### src/rtl/rd_check_scheduler.sv
// Read-phase scheduler: splits a byte-range test request into Avalon-MM read bursts,
// hands one check descriptor per accepted burst to the compare block and gathers results.
// Optional build macro RD_CHECK_TIMEOUT_EN adds a completion watchdog and timeout_o.
module rd_check_scheduler #(
   parameter int AMM_DATA_W      = 128,
   parameter int ADDR_W          = 32,
   parameter int AMM_BURST_W     = 11,
   parameter int MAX_OUTSTANDING = 4,
`ifdef RD_CHECK_TIMEOUT_EN
   parameter int TIMEOUT_CYCLES  = 1024,
`endif
   localparam int BYTE_PER_WORD  = AMM_DATA_W / 8,
   localparam int BYTE_ADDR_W    = $clog2(BYTE_PER_WORD),
   localparam int AMM_ADDR_W     = ADDR_W - BYTE_ADDR_W
) (
   input  logic                   clk_i,
   input  logic                   rst_i,
   input  logic                   start_i,
   input  logic [ADDR_W-1:0]      start_addr_i,
   input  logic [ADDR_W-1:0]      length_i,
   input  logic [AMM_BURST_W-1:0] max_burst_i,
   input  logic [7:0]             data_ptrn_i,
   output logic                   busy_o,
   output logic                   done_o,
   output logic                   error_o,
   output logic [AMM_ADDR_W-1:0]  error_address_o,
`ifdef RD_CHECK_TIMEOUT_EN
   output logic                   timeout_o,
`endif
   output logic                   amm_read_o,
   output logic [AMM_ADDR_W-1:0]  amm_address_o,
   output logic [AMM_BURST_W-1:0] amm_burstcount_o,
   input  logic                   amm_waitrequest_i,
   output logic                   valid_cmp_en_o,
   output logic [BYTE_ADDR_W-1:0] start_offset_o,
   output logic [BYTE_ADDR_W-1:0] end_offset_o,
   output logic [AMM_ADDR_W-1:0]  address_o,
   output logic [AMM_BURST_W-1:0] burst_count_o,
   output logic [7:0]             data_ptrn_o,
   input  logic                   check_valid_i,
   input  logic                   check_result_i,
   input  logic [AMM_ADDR_W-1:0]  error_address_i
);

   localparam int OUT_W = $clog2(MAX_OUTSTANDING + 1);
   localparam int WL_W  = AMM_ADDR_W + 1;
   localparam logic [OUT_W-1:0] OUT_MAX = OUT_W'(MAX_OUTSTANDING);

   typedef enum logic [2:0] {S_IDLE, S_CALC, S_ISSUE, S_DRAIN, S_DONE} state_t;

   state_t                 state_reg, state_next;
   logic [ADDR_W-1:0]      start_addr_reg, length_reg;
   logic [AMM_BURST_W-1:0] max_burst_reg;
   logic [7:0]             ptrn_reg;
   logic [BYTE_ADDR_W-1:0] last_off_reg;
   logic [WL_W-1:0]        words_left_reg;
   logic [AMM_ADDR_W-1:0]  cur_addr_reg;
   logic                   first_burst_reg;
   logic [OUT_W-1:0]       outstanding_reg;
   logic                   error_reg;
   logic [AMM_ADDR_W-1:0]  error_addr_reg;

   logic [ADDR_W-1:0]      last_byte;
   logic [AMM_ADDR_W-1:0]  first_word, last_word, word_span;
   logic [AMM_BURST_W-1:0] burst_len;
   logic                   final_burst, present, accept, start_accept;
   logic                   check_dec, check_fail;
   logic                   timeout_hit;
   logic [AMM_ADDR_W-1:0]  oldest_addr;

   // Last byte wraps modulo 2^ADDR_W, so the word span is taken modulo the word space.
   assign last_byte    = start_addr_reg + length_reg - ADDR_W'(1);
   assign first_word   = start_addr_reg[ADDR_W-1:BYTE_ADDR_W];
   assign last_word    = last_byte[ADDR_W-1:BYTE_ADDR_W];
   assign word_span    = last_word - first_word;

   always_comb begin
      burst_len = max_burst_reg;
      if (words_left_reg < WL_W'(max_burst_reg))
         burst_len = words_left_reg[AMM_BURST_W-1:0];
   end

   assign final_burst  = (words_left_reg == WL_W'(burst_len));
   assign present      = (state_reg == S_ISSUE) && (outstanding_reg < OUT_MAX) && !error_reg;
   assign accept       = present && !amm_waitrequest_i;
   assign start_accept = (state_reg == S_IDLE) && start_i;
   assign check_dec    = check_valid_i && (outstanding_reg != '0);
   assign check_fail   = check_dec && !check_result_i;

   always_comb begin
      state_next = state_reg;
      case (state_reg)
         S_IDLE:  if (start_i) state_next = (length_i == '0) ? S_DONE : S_CALC;
         S_CALC:  state_next = S_ISSUE;
         S_ISSUE: if (error_reg || (accept && final_burst)) state_next = S_DRAIN;
         S_DRAIN: if (outstanding_reg == '0) state_next = S_DONE;
         S_DONE:  state_next = S_IDLE;
         default: state_next = S_IDLE;
      endcase
      if (timeout_hit) state_next = S_DONE;
   end

   always_ff @(posedge clk_i) begin
      if (rst_i) begin
         state_reg       <= S_IDLE;
         start_addr_reg  <= '0;
         length_reg      <= '0;
         max_burst_reg   <= '0;
         ptrn_reg        <= '0;
         last_off_reg    <= '0;
         words_left_reg  <= '0;
         cur_addr_reg    <= '0;
         first_burst_reg <= 1'b0;
         outstanding_reg <= '0;
         error_reg       <= 1'b0;
         error_addr_reg  <= '0;
      end else begin
         state_reg <= state_next;
         if (start_accept) begin
            start_addr_reg <= start_addr_i;
            length_reg     <= length_i;
            max_burst_reg  <= (max_burst_i == '0) ? AMM_BURST_W'(1) : max_burst_i;
            ptrn_reg       <= data_ptrn_i;
            error_reg      <= 1'b0;
            error_addr_reg <= '0;
         end
         if (state_reg == S_CALC) begin
            cur_addr_reg    <= first_word;
            words_left_reg  <= {1'b0, word_span} + WL_W'(1);
            last_off_reg    <= last_byte[BYTE_ADDR_W-1:0];
            first_burst_reg <= 1'b1;
         end
         if (accept) begin
            cur_addr_reg    <= cur_addr_reg + AMM_ADDR_W'(burst_len);
            words_left_reg  <= words_left_reg - WL_W'(burst_len);
            first_burst_reg <= 1'b0;
         end
         if (timeout_hit)
            outstanding_reg <= '0;
         else if (accept && !check_dec)
            outstanding_reg <= outstanding_reg + OUT_W'(1);
         else if (!accept && check_dec)
            outstanding_reg <= outstanding_reg - OUT_W'(1);
         // Only the first failure of a test is recorded.
         if (check_fail && !error_reg) begin
            error_reg      <= 1'b1;
            error_addr_reg <= error_address_i;
         end else if (timeout_hit && !error_reg) begin
            error_reg      <= 1'b1;
            error_addr_reg <= oldest_addr;
         end
      end
   end

`ifdef RD_CHECK_TIMEOUT_EN
   localparam int PTR_W = (MAX_OUTSTANDING > 1) ? $clog2(MAX_OUTSTANDING) : 1;
   localparam int TO_W  = $clog2(TIMEOUT_CYCLES + 1);

   logic [AMM_ADDR_W-1:0] burst_addr_mem [MAX_OUTSTANDING];
   logic [PTR_W-1:0]      wr_ptr_reg, rd_ptr_reg;
   logic [TO_W-1:0]       to_cnt_reg;
   logic                  timeout_reg;

   function automatic logic [PTR_W-1:0] ptr_inc(input logic [PTR_W-1:0] p);
      return (p == PTR_W'(MAX_OUTSTANDING - 1)) ? '0 : p + PTR_W'(1);
   endfunction

   // Burst addresses in issue order; checks complete in the same order.
   always_ff @(posedge clk_i) begin
      if (accept) burst_addr_mem[wr_ptr_reg] <= cur_addr_reg;
   end

   assign oldest_addr = burst_addr_mem[rd_ptr_reg];
   assign timeout_hit = (outstanding_reg != '0) && !check_valid_i &&
                        (to_cnt_reg == TO_W'(TIMEOUT_CYCLES - 1));
   assign timeout_o   = timeout_reg;

   always_ff @(posedge clk_i) begin
      if (rst_i) begin
         wr_ptr_reg  <= '0;
         rd_ptr_reg  <= '0;
         to_cnt_reg  <= '0;
         timeout_reg <= 1'b0;
      end else begin
         if (start_accept)     timeout_reg <= 1'b0;
         else if (timeout_hit) timeout_reg <= 1'b1;
         if (start_accept || timeout_hit) begin
            wr_ptr_reg <= '0;
            rd_ptr_reg <= '0;
         end else begin
            if (accept)    wr_ptr_reg <= ptr_inc(wr_ptr_reg);
            if (check_dec) rd_ptr_reg <= ptr_inc(rd_ptr_reg);
         end
         if (check_valid_i || (outstanding_reg == '0) || timeout_hit)
            to_cnt_reg <= '0;
         else
            to_cnt_reg <= to_cnt_reg + TO_W'(1);
      end
   end
`else
   assign timeout_hit = 1'b0;
   assign oldest_addr = '0;
`endif

   assign busy_o           = (state_reg == S_CALC) || (state_reg == S_ISSUE) || (state_reg == S_DRAIN);
   assign done_o           = (state_reg == S_DONE);
   assign error_o          = error_reg;
   assign error_address_o  = error_addr_reg;
   assign amm_read_o       = present;
   assign amm_address_o    = present ? cur_addr_reg : '0;
   assign amm_burstcount_o = present ? burst_len : '0;
   assign valid_cmp_en_o   = accept;
   assign start_offset_o   = (accept && first_burst_reg) ? start_addr_reg[BYTE_ADDR_W-1:0] : '0;
   assign end_offset_o     = accept ? (final_burst ? last_off_reg : '1) : '0;
   assign address_o        = accept ? cur_addr_reg : '0;
   assign burst_count_o    = accept ? burst_len : '0;
   assign data_ptrn_o      = accept ? ptrn_reg : '0;

endmodule
### config.mk
export PLATFORM = sky130hd
export DESIGN_NAME = rd_check_scheduler
export DESIGN_NICKNAME = d
export VERILOG_FILES = /design/src/rtl/rd_check_scheduler.sv
export SDC_FILE = /design/constraint.sdc
export NUM_CORES = 1
export LEC_CHECK = 0
export CORE_UTILIZATION = 49
export CTS_CLUSTER_DIAMETER = 80
export CTS_CLUSTER_SIZE = 10
export DETAILED_ROUTE_END_ITERATION = 8
export PLACE_DENSITY = 0.78
export RECOVER_POWER = 25
export REMOVE_ABC_BUFFERS = 1
export SLEW_MARGIN = 20
export SYNTH_ARGS = -nofsm -noshare
export SYNTH_HDL_FRONTEND = slang
export SYNTH_SLANG_ARGS = --single-unit
### constraint.sdc
create_clock -name clk_i -period 5.55 [get_ports clk_i]
set_input_delay 1.3875 -clock clk_i [delete_from_list [all_inputs] [get_ports clk_i]]
set_output_delay 1.3875 -clock clk_i [all_outputs]
set_load 0.02 [all_outputs]
After elaboration in Yosys (flattened, before gate mapping)
Cells that the tools add are included.
- order comparisons: 2
- add/subtract/negate cells: 8
- muxes and demuxes: 25
- equal/unequal tests: 8
- reduce and logical (&&, ||, !) cells: 29
- operators with widths (operator ; count):
    two-way mux 28 bit ; 6
    two-way mux 29 bit ; 2
    two-way mux 11 bit ; 4
    adder 32 bit ; 1
    zero test 32 bit ; 1
    subtractor 32 x 1 -> 32 bit (second input constant) ; 1
    adder 28 x 1 -> 29 bit (second input constant) ; 1
    == test 29 x 11 -> 1 bit ; 1
    < comparator 29 x 11 -> 1 bit ; 1
    subtractor 29 x 11 -> 29 bit ; 1
    adder 28 x 11 -> 28 bit ; 1
    subtractor 28 bit ; 1
    two-way mux 3 bit ; 6
    two-way mux 4 bit ; 3
    one-hot mux 3 bit (4 select lines) ; 1
    logical AND 1 bit ; 11
    zero test 11 bit ; 1
    two-way mux 8 bit ; 1
    == test 3 x 2 -> 1 bit (second input constant) ; 2
    zero test 3 bit ; 2
    nonzero test 2 bit ; 3
    zero test 1 bit ; 5
    != test 2 bit (second input constant) ; 2
    adder 3 x 1 -> 3 bit (second input constant) ; 1
    10 further kinds ; 13
- bits of input ports: 117
- register bits: 180
- output and inout port bits: 127
- word-level logic and storage cells: 84

Logic depth before layout (Yosys ltp)
Gate-level depths: netlist of the first run.
- depth after elaboration: 8
- mapped depth: 26
- gate-level depth less buffers: 26

Worst setup path after synthesis of the first run
No wires, ideal clock.
- kind: reg2reg
- from: register words_left_reg[16]
- to: register cur_addr_reg[18]
- buffers on the path: 1
- period minus slack after synthesis: 5.800 ns
- setup time: 0.074 ns
- slack: -0.250 ns
- required time: 5.476 ns
- stages on the path, launching flop included: 24
- arrival: 5.726 ns
- cell sequence: dfxtp_1 -> or4_4 -> or3_4 -> or2_1 -> or4_4 -> nand4bb_1 -> a211o_1 -> a31oi_1 -> buf_4 -> mux2i_1 -> inv_1 -> ha_1 -> inv_1 -> fa_1 -> nor2b_1 -> o21ai_0 -> a21boi_0 -> o21ai_0 -> a21boi_0 -> o2111ai_1 -> a31oi_1 -> o21ai_0 -> or4_1 -> a31oi_1
- longest elaborated chain between the ends: 4
- ends and longest elaborated chain (item ; RTL line ; text):
    start: declaration ; 56 ; logic [WL_W-1:0] words_left_reg;
    start signal: assignment ; 129 ; words_left_reg <= {1'b0, word_span} + WL_W'(1);
    start signal: assignment ; 135 ; words_left_reg <= words_left_reg - WL_W'(burst_len);
    < comparator 29 x 11 -> 1 bit ; 79 ; if (words_left_reg < WL_W'(max_burst_reg))
    two-way mux 11 bit ; 79 ;
    adder 28 x 11 -> 28 bit ; 134 ; cur_addr_reg <= cur_addr_reg + AMM_ADDR_W'(burst_len);
    two-way mux 28 bit ; 133 ; if (accept) begin
    end signal: assignment ; 128 ; cur_addr_reg <= first_word;
    end signal: assignment ; 134 ;
    end: declaration ; 57 ; logic [AMM_ADDR_W-1:0] cur_addr_reg;
No other way between the ends.
A chain may end at the register's enable or synchronous reset.

Worst setup path in the final report of the first run
- from: register words_left_reg[19]
- to: output port end_offset_o[1]
- longest elaborated chain between the ends: 5
- ends and longest elaborated chain (item ; RTL line ; text):
    < comparator 29 x 11 -> 1 bit ; 79 ;
    two-way mux 11 bit ; 79 ;
    == test 29 x 11 -> 1 bit * ; 83 ; assign final_burst = (words_left_reg == WL_W'(burst_len));
    two-way mux 4 bit * (2 in series) ; 214 ; assign end_offset_o = accept ? (final_burst ? last_off_reg : '1) : '0;
    end: declaration ; 36 ; output logic [BYTE_ADDR_W-1:0] end_offset_o,
Every way passes the cells marked *; elsewhere a longest branch is shown, timed or not.

==> impl_metrics.env, run 1 <==
export IMPL_layout_common_cells="288 x nand2_1, 216 x clkdlybuf4s50_1, 211 x a21oi_1"
export IMPL_arrival_ns=4.79
export IMPL_fin_crit_sh=1.114
export IMPL_async_flop_share=0
export IMPL_grt_pass1_vias=14140
export IMPL_grt_max_degree=74
export IMPL_antenna_cells=0
export IMPL_synthCells=1885
export IMPL_drcViolationCount=0
export IMPL_max_freq_mhz=161.7
export IMPL_antenna_found_initial=0
export IMPL_drv_slew=186
export IMPL_fp_dieW_microns=168.3
export IMPL_clk_latency_ns=0.45
export IMPL_initial_core_util=0.5016
export IMPL_layout_drive_gt1_share=0.1577
export IMPL_cts_tree="done"
export IMPL_cts_max_level=4
export IMPL_yosys_warnings=0
export IMPL_grt_usage=0.2919
export IMPL_worst_path_max_fanout=8
export IMPL_yosysSeqAreaShare=0.2658
export IMPL_crit_path_start_kind="flip-flop"
export IMPL_setup_viol=29
export IMPL_post_drt_wl_per_cell_microns=16.51
export IMPL_top_layer="met4"
export IMPL_whs_ns=0.4506
export IMPL_ant_nets=0
export IMPL_io_pins=244
export IMPL_worst_slew_pin_transition_ns=2.670
export IMPL_routed_wl_mm=43.00
export IMPL_ys_ff_latch=180
export IMPL_overflow=0
export IMPL_max_clock_path_buffers=2
export IMPL_port_buffers=243
export IMPL_coreArea_sq_mm=0.02703
export IMPL_vias_per_cell=5.632
export IMPL_cts_buffers=17
export IMPL_cts_root_buffer="clkbuf_16"
export IMPL_drtPass1Iterations=5
export IMPL_rows=60
export IMPL_maxSlewHeadroom=-0.7799
export IMPL_critPathSlowestCell="or4_4"
export IMPL_wl_met2_mm=20.52
export IMPL_die_height_microns=168.3
export IMPL_cts_hold_buffers=0
export IMPL_fin_nets=2495
export IMPL_dp_slack_ns=-0.5533
export IMPL_hold_violations=0
export IMPL_avgSynthCellArea_sq_um=7.191
export IMPL_fin_ws_ns=-0.6325
export IMPL_ys_flop_type="dfxtp_1"
export IMPL_synth_edf_count=0
export IMPL_cp_cell_sequence="or4_4 > or3_4 > or2_4 > or4_4 > nand4bb_4 > a211o_1 > a31oi_1 > buf_4 > buf_6 > buf_4 > mux2i_4 > ha_1 > nand3_1 > or4_4 > nor2_2 > nor2_1 > buf_4"
export IMPL_grt_pass1_wl_mm=67.87
export IMPL_endpoint_kind="primary output"
export IMPL_area_delta_synth_final_pct=37.89
export IMPL_vias=14670
export IMPL_status="finished with violations"
export IMPL_finClkSkew_ns=0.01884
export IMPL_final_cells=2605
export IMPL_syn_cell_area_sq_mm=0.01356
export IMPL_hold_class="flip-flop to flip-flop"
export IMPL_rsz0062_at_grt="yes"
export IMPL_final_common_cell="nand2_1"
export IMPL_period_needed_ns=6.182
export IMPL_path_class="flip-flop to primary output"
export IMPL_dp_cells=2539
export IMPL_gp_congestion=0.9496
export IMPL_clock_sinks=180
export IMPL_dr_wl_met3_mm=3.199
export IMPL_dp_hpwl_mm=31.51
export IMPL_critical_path_max_stage_delay_ns=0.54
export IMPL_path_clk_slew_ns=0.08
export IMPL_ys_types=74
export IMPL_die_area_sq_mm=0.02833
export IMPL_worstPathRequired_ns=4.16
export IMPL_violations="capacitance limit, slew limit, setup timing"
export IMPL_first_iter_violations=879
export IMPL_drv_cap=3
export IMPL_met1Wirelength_mm=18.37
[through the flow]
step / instance area, sq um / util / setup TNS [ns]
global route: 18690 / 0.6916 / -12.40
CTS: 18160 / 0.6720 / -2.314
finish: 18690 / 0.6916 / -6.043
floorplan: 13210 / - / -228.10
global placement: 17310 / 0.6406 / -5.223
detailed placement: 17310 / 0.6406 / -8.079
[cells by family after synthesis]
logic type | after synthesis | synth area share
AND/OR/NAND/NOR | 708 | 0.2459
AO/OA/AOI/OAI | 497 | 0.2255
buffers and inverters | 271 | 0.07541
flip-flops | 180 | 0.2658
adder cells (fa/ha/maj) | 127 | 0.1200
XOR/XNOR | 87 | 0.05621
multiplexers | 15 | 0.01117
[timing repair]
action / CTS / global route
resized for setup: 82 / 135
pin swaps: 16 / 57
setup endpoints to repair: 50 / 56
setup buffers: 14 / 22
hold endpoints to repair: 0 / 0
[synthesized netlist by cell type, types with 6 or more instances]
master / instances / share of area
xor2_1: 29 / 0.019
nor2b_1: 13 / 0.0060
a211oi_1: 19 / 0.011
dfxtp_1: 180 / 0.27
a21oi_1: 220 / 0.081
nand2b_1: 11 / 0.0051
o2111ai_1: 6 / 0.0039
ha_1: 122 / 0.11
a311oi_1: 9 / 0.0058
buf_1: 7 / 0.0019
nor3_1: 30 / 0.011
or3_1: 25 / 0.012
o22ai_1: 10 / 0.0046
nor2_1: 131 / 0.036
xnor2_1: 58 / 0.037
nand4_1: 16 / 0.0074
inv_1: 180 / 0.050
and3_1: 19 / 0.0088
a21o_1: 34 / 0.019
nor4_1: 20 / 0.0092
o211a_1: 6 / 0.0044
o21a_1: 22 / 0.012
a31oi_1: 23 / 0.011
o21bai_1: 13 / 0.0072
nand3_1: 59 / 0.022
o21ai_0: 70 / 0.026
clkbuf_1: 81 / 0.022
and2_1: 64 / 0.030
nand2_1: 290 / 0.080
mux2i_1: 14 / 0.010
a22oi_1: 7 / 0.0039
o211ai_1: 13 / 0.0072
[path summary, 6_finish.rpt]
kind | slack (ns) | end | depth (start not counted) | startpoint
min reg2reg | 0.45 | ptrn_reg[6]$_SDFFE_PP0P_ | 2 | ptrn_reg[6]$_SDFFE_PP0P_
max | -0.63 | end_offset_o[1] | 17 | words_left_reg[19]$_SDFFE_PP0P_
min | 0.45 | ptrn_reg[6]$_SDFFE_PP0P_ | 2 | ptrn_reg[6]$_SDFFE_PP0P_
max reg2reg | -0.35 | words_left_reg[18]$_SDFFE_PP0P_ | 26 | words_left_reg[19]$_SDFFE_PP0P_
[per-layer routing]
metal | global-route usage | up-vias
li1 | - | 7237
met3 | 0.05806 | 77
met1 | 0.3628 | 6832
met5 | 0 | -
met4 | 0.08933 | 0
met2 | 0.5064 | 525
[worst max-delay path, delay by kind of cell, from the launching register on]
family                     cells  cell delay (ns)
AOI/OAI and AO/OA              2             0.39
adders and majority gates      1             0.20
buffers and inverters          4             0.65
DFF                            1             0.31
muxes                          1             0.23
and+or+nand+nor                9             2.56
[area by class of cell]
cell class | instances | area, sq um
multi-input cells | 1434 | 9513
repair buffers | 437 | 3876
well taps | 341 | 426.7
clock buffers | 17 | 425.4
clock inverters | 15 | 160.2
flip-flops and latches | 180 | 3611
inverters | 181 | 679.4
fillers | 2179 | 8334
Power of run 1 is not shown: default switching activity piles up to over one toggle a cycle in this logic, so the estimate is an artifact.
==> run 2: changes to the inputs <==
CORE_MARGIN = 4   (was not set)
==> impl_metrics.env, run 2 (synthesis results as in run 1) <==
export IMPL_maxSlewHeadroom=-1.354
export IMPL_clock_sinks=180
export IMPL_dp_slack_ns=-0.5226
export IMPL_antenna_found_initial=0
export IMPL_met2_usage=0.4529
export IMPL_worst_path_max_fanout=7
export IMPL_final_util=0.6913
export IMPL_initial_core_util=0.5002
export IMPL_coreArea_sq_mm=0.02710
export IMPL_max_clock_path_buffers=2
export IMPL_grt_max_degree=80
export IMPL_dp_hpwl_mm=31.78
export IMPL_period_needed_ns=6.233
export IMPL_grt_usage=0.2666
export IMPL_cts_max_level=4
export IMPL_fin_crit_sh=1.123
export IMPL_vias=14680
export IMPL_layout_common_cells="290 x nand2_1, 215 x clkdlybuf4s50_1, 209 x a21oi_1"
export IMPL_ant_nets=0
export IMPL_rsz0062_at_grt="yes"
export IMPL_placed_cell_area_sq_mm=0.01735
export IMPL_fp_dieW_microns=174.3
export IMPL_use_met3=0.07068
export IMPL_overflow=0
export IMPL_gp_congestion=0.9494
export IMPL_antenna_cells=0
export IMPL_layout_drive_gt1_share=0.1555
export IMPL_area_delta_synth_final_pct=38.20
export IMPL_drv_slew=310
export IMPL_die_area_sq_mm=0.03039
export IMPL_arrival_ns=4.85
export IMPL_io_pins=244
export IMPL_drtPass1Iterations=5
export IMPL_cts_tree="done"
export IMPL_fin_nets=2494
export IMPL_port_buffers=243
export IMPL_fin_ws_ns=-0.6830
export IMPL_worst_slew_pin_transition_ns=3.531
export IMPL_routed_wl_mm=43.12
export IMPL_max_freq_mhz=160.4
export IMPL_first_iter_violations=937
export IMPL_endpoint_kind="primary output"
export IMPL_violations="capacitance limit, slew limit, setup timing"
export IMPL_grt_pass1_vias=14240
export IMPL_final_cell_area_sq_mm=0.01873
export IMPL_final_common_cell="nand2_1"
export IMPL_cts_buffers=17
export IMPL_drcViolationCount=0
export IMPL_worstPathRequired_ns=4.16
export IMPL_cts_root_buffer="clkbuf_16"
export IMPL_met1_usage=0.3264
export IMPL_clk_latency_ns=0.46
export IMPL_drv_cap=5
export IMPL_status="finished with violations"
export IMPL_hold_violations=0
export IMPL_post_drt_wl_per_cell_microns=16.36
export IMPL_rows=60
export IMPL_setup_viol=28
export IMPL_vias_per_cell=5.569
export IMPL_path_class="flip-flop to primary output"
export IMPL_finClkSkew_ns=0.02147
export IMPL_crit_path_start_kind="flip-flop"
export IMPL_busiest_layer="met2"
export IMPL_path_clk_slew_ns=0.08
export IMPL_grt_pass1_wl_mm=68.39
export IMPL_hold_class="flip-flop to flip-flop"
export IMPL_die_height_microns=174.3
## run 2: repair_timing
item | CTS | global route
hold buffers | 0 | 0
pin swaps | 21 | 51
setup buffers | 11 | 25
setup endpoints to repair | 45 | 63
gates resized for setup | 74 | 122
## run 2: layout make-up
class / instances / area (sq um)
fill: 2239 / 8367
timing repair buffer: 436 / 3850
multi-input combinational: 1434 / 9520
inverter: 181 / 679.4
sequential: 180 / 3607
clock inverter: 15 / 186.4
clock buffer: 17 / 425.4
tap: 372 / 465.4
## run 2: critical path: stages, from the launching register on
cell and delay (ns):
dfxtp_2 0.32, or4_4 0.53, or3_4 0.38, or2_1 0.23, or4_4 0.44, nand4bb_4 0.21, a211o_1 0.25, a31oi_1 0.14
buf_4 0.21, buf_4 0.21, mux2i_4 0.25, ha_1 0.19, nand4_1 0.10, or4_4 0.57, nor2_2 0.14, nor2_1 0.04
buf_4 0.16
## run 2: layer usage
metal / vias up / part of all wire
li1: 7246 / -
met1: 6873 / 0.43
met2: 464 / 0.47
met3: 92 / 0.077
met4: 0 / 0.026
met5: - / 0
## run 2: final timing paths
path                                   startpoint                       endpoint  slack (ns)  cells past startpoint
hold reg to reg          ptrn_reg[7]$_SDFFE_PP0P_       ptrn_reg[7]$_SDFFE_PP0P_        0.46                      2
hold / removal           ptrn_reg[7]$_SDFFE_PP0P_       ptrn_reg[7]$_SDFFE_PP0P_        0.46                      2
setup reg to reg  words_left_reg[16]$_SDFFE_PP0P_  cur_addr_reg[14]$_SDFFE_PP0P_       -0.23                     28
setup / recovery  words_left_reg[16]$_SDFFE_PP0P_                end_offset_o[1]       -0.68                     16
## run 2: through the flow
step | setup TNS (ns) | instances | hold WS [ns]
finish | -4.483 | 2635 | 0.4552
global route | -14.20 | 2635 | 0.4738
CTS | -3.235 | 2612 | 0.4563
detailed placement | -5.245 | 2569 | 0.4444
global placement | -3.072 | 2569 | 0.4380
floorplan | -228.10 | 1795 | 0.4257
Power of run 2 is left out for the same reason.
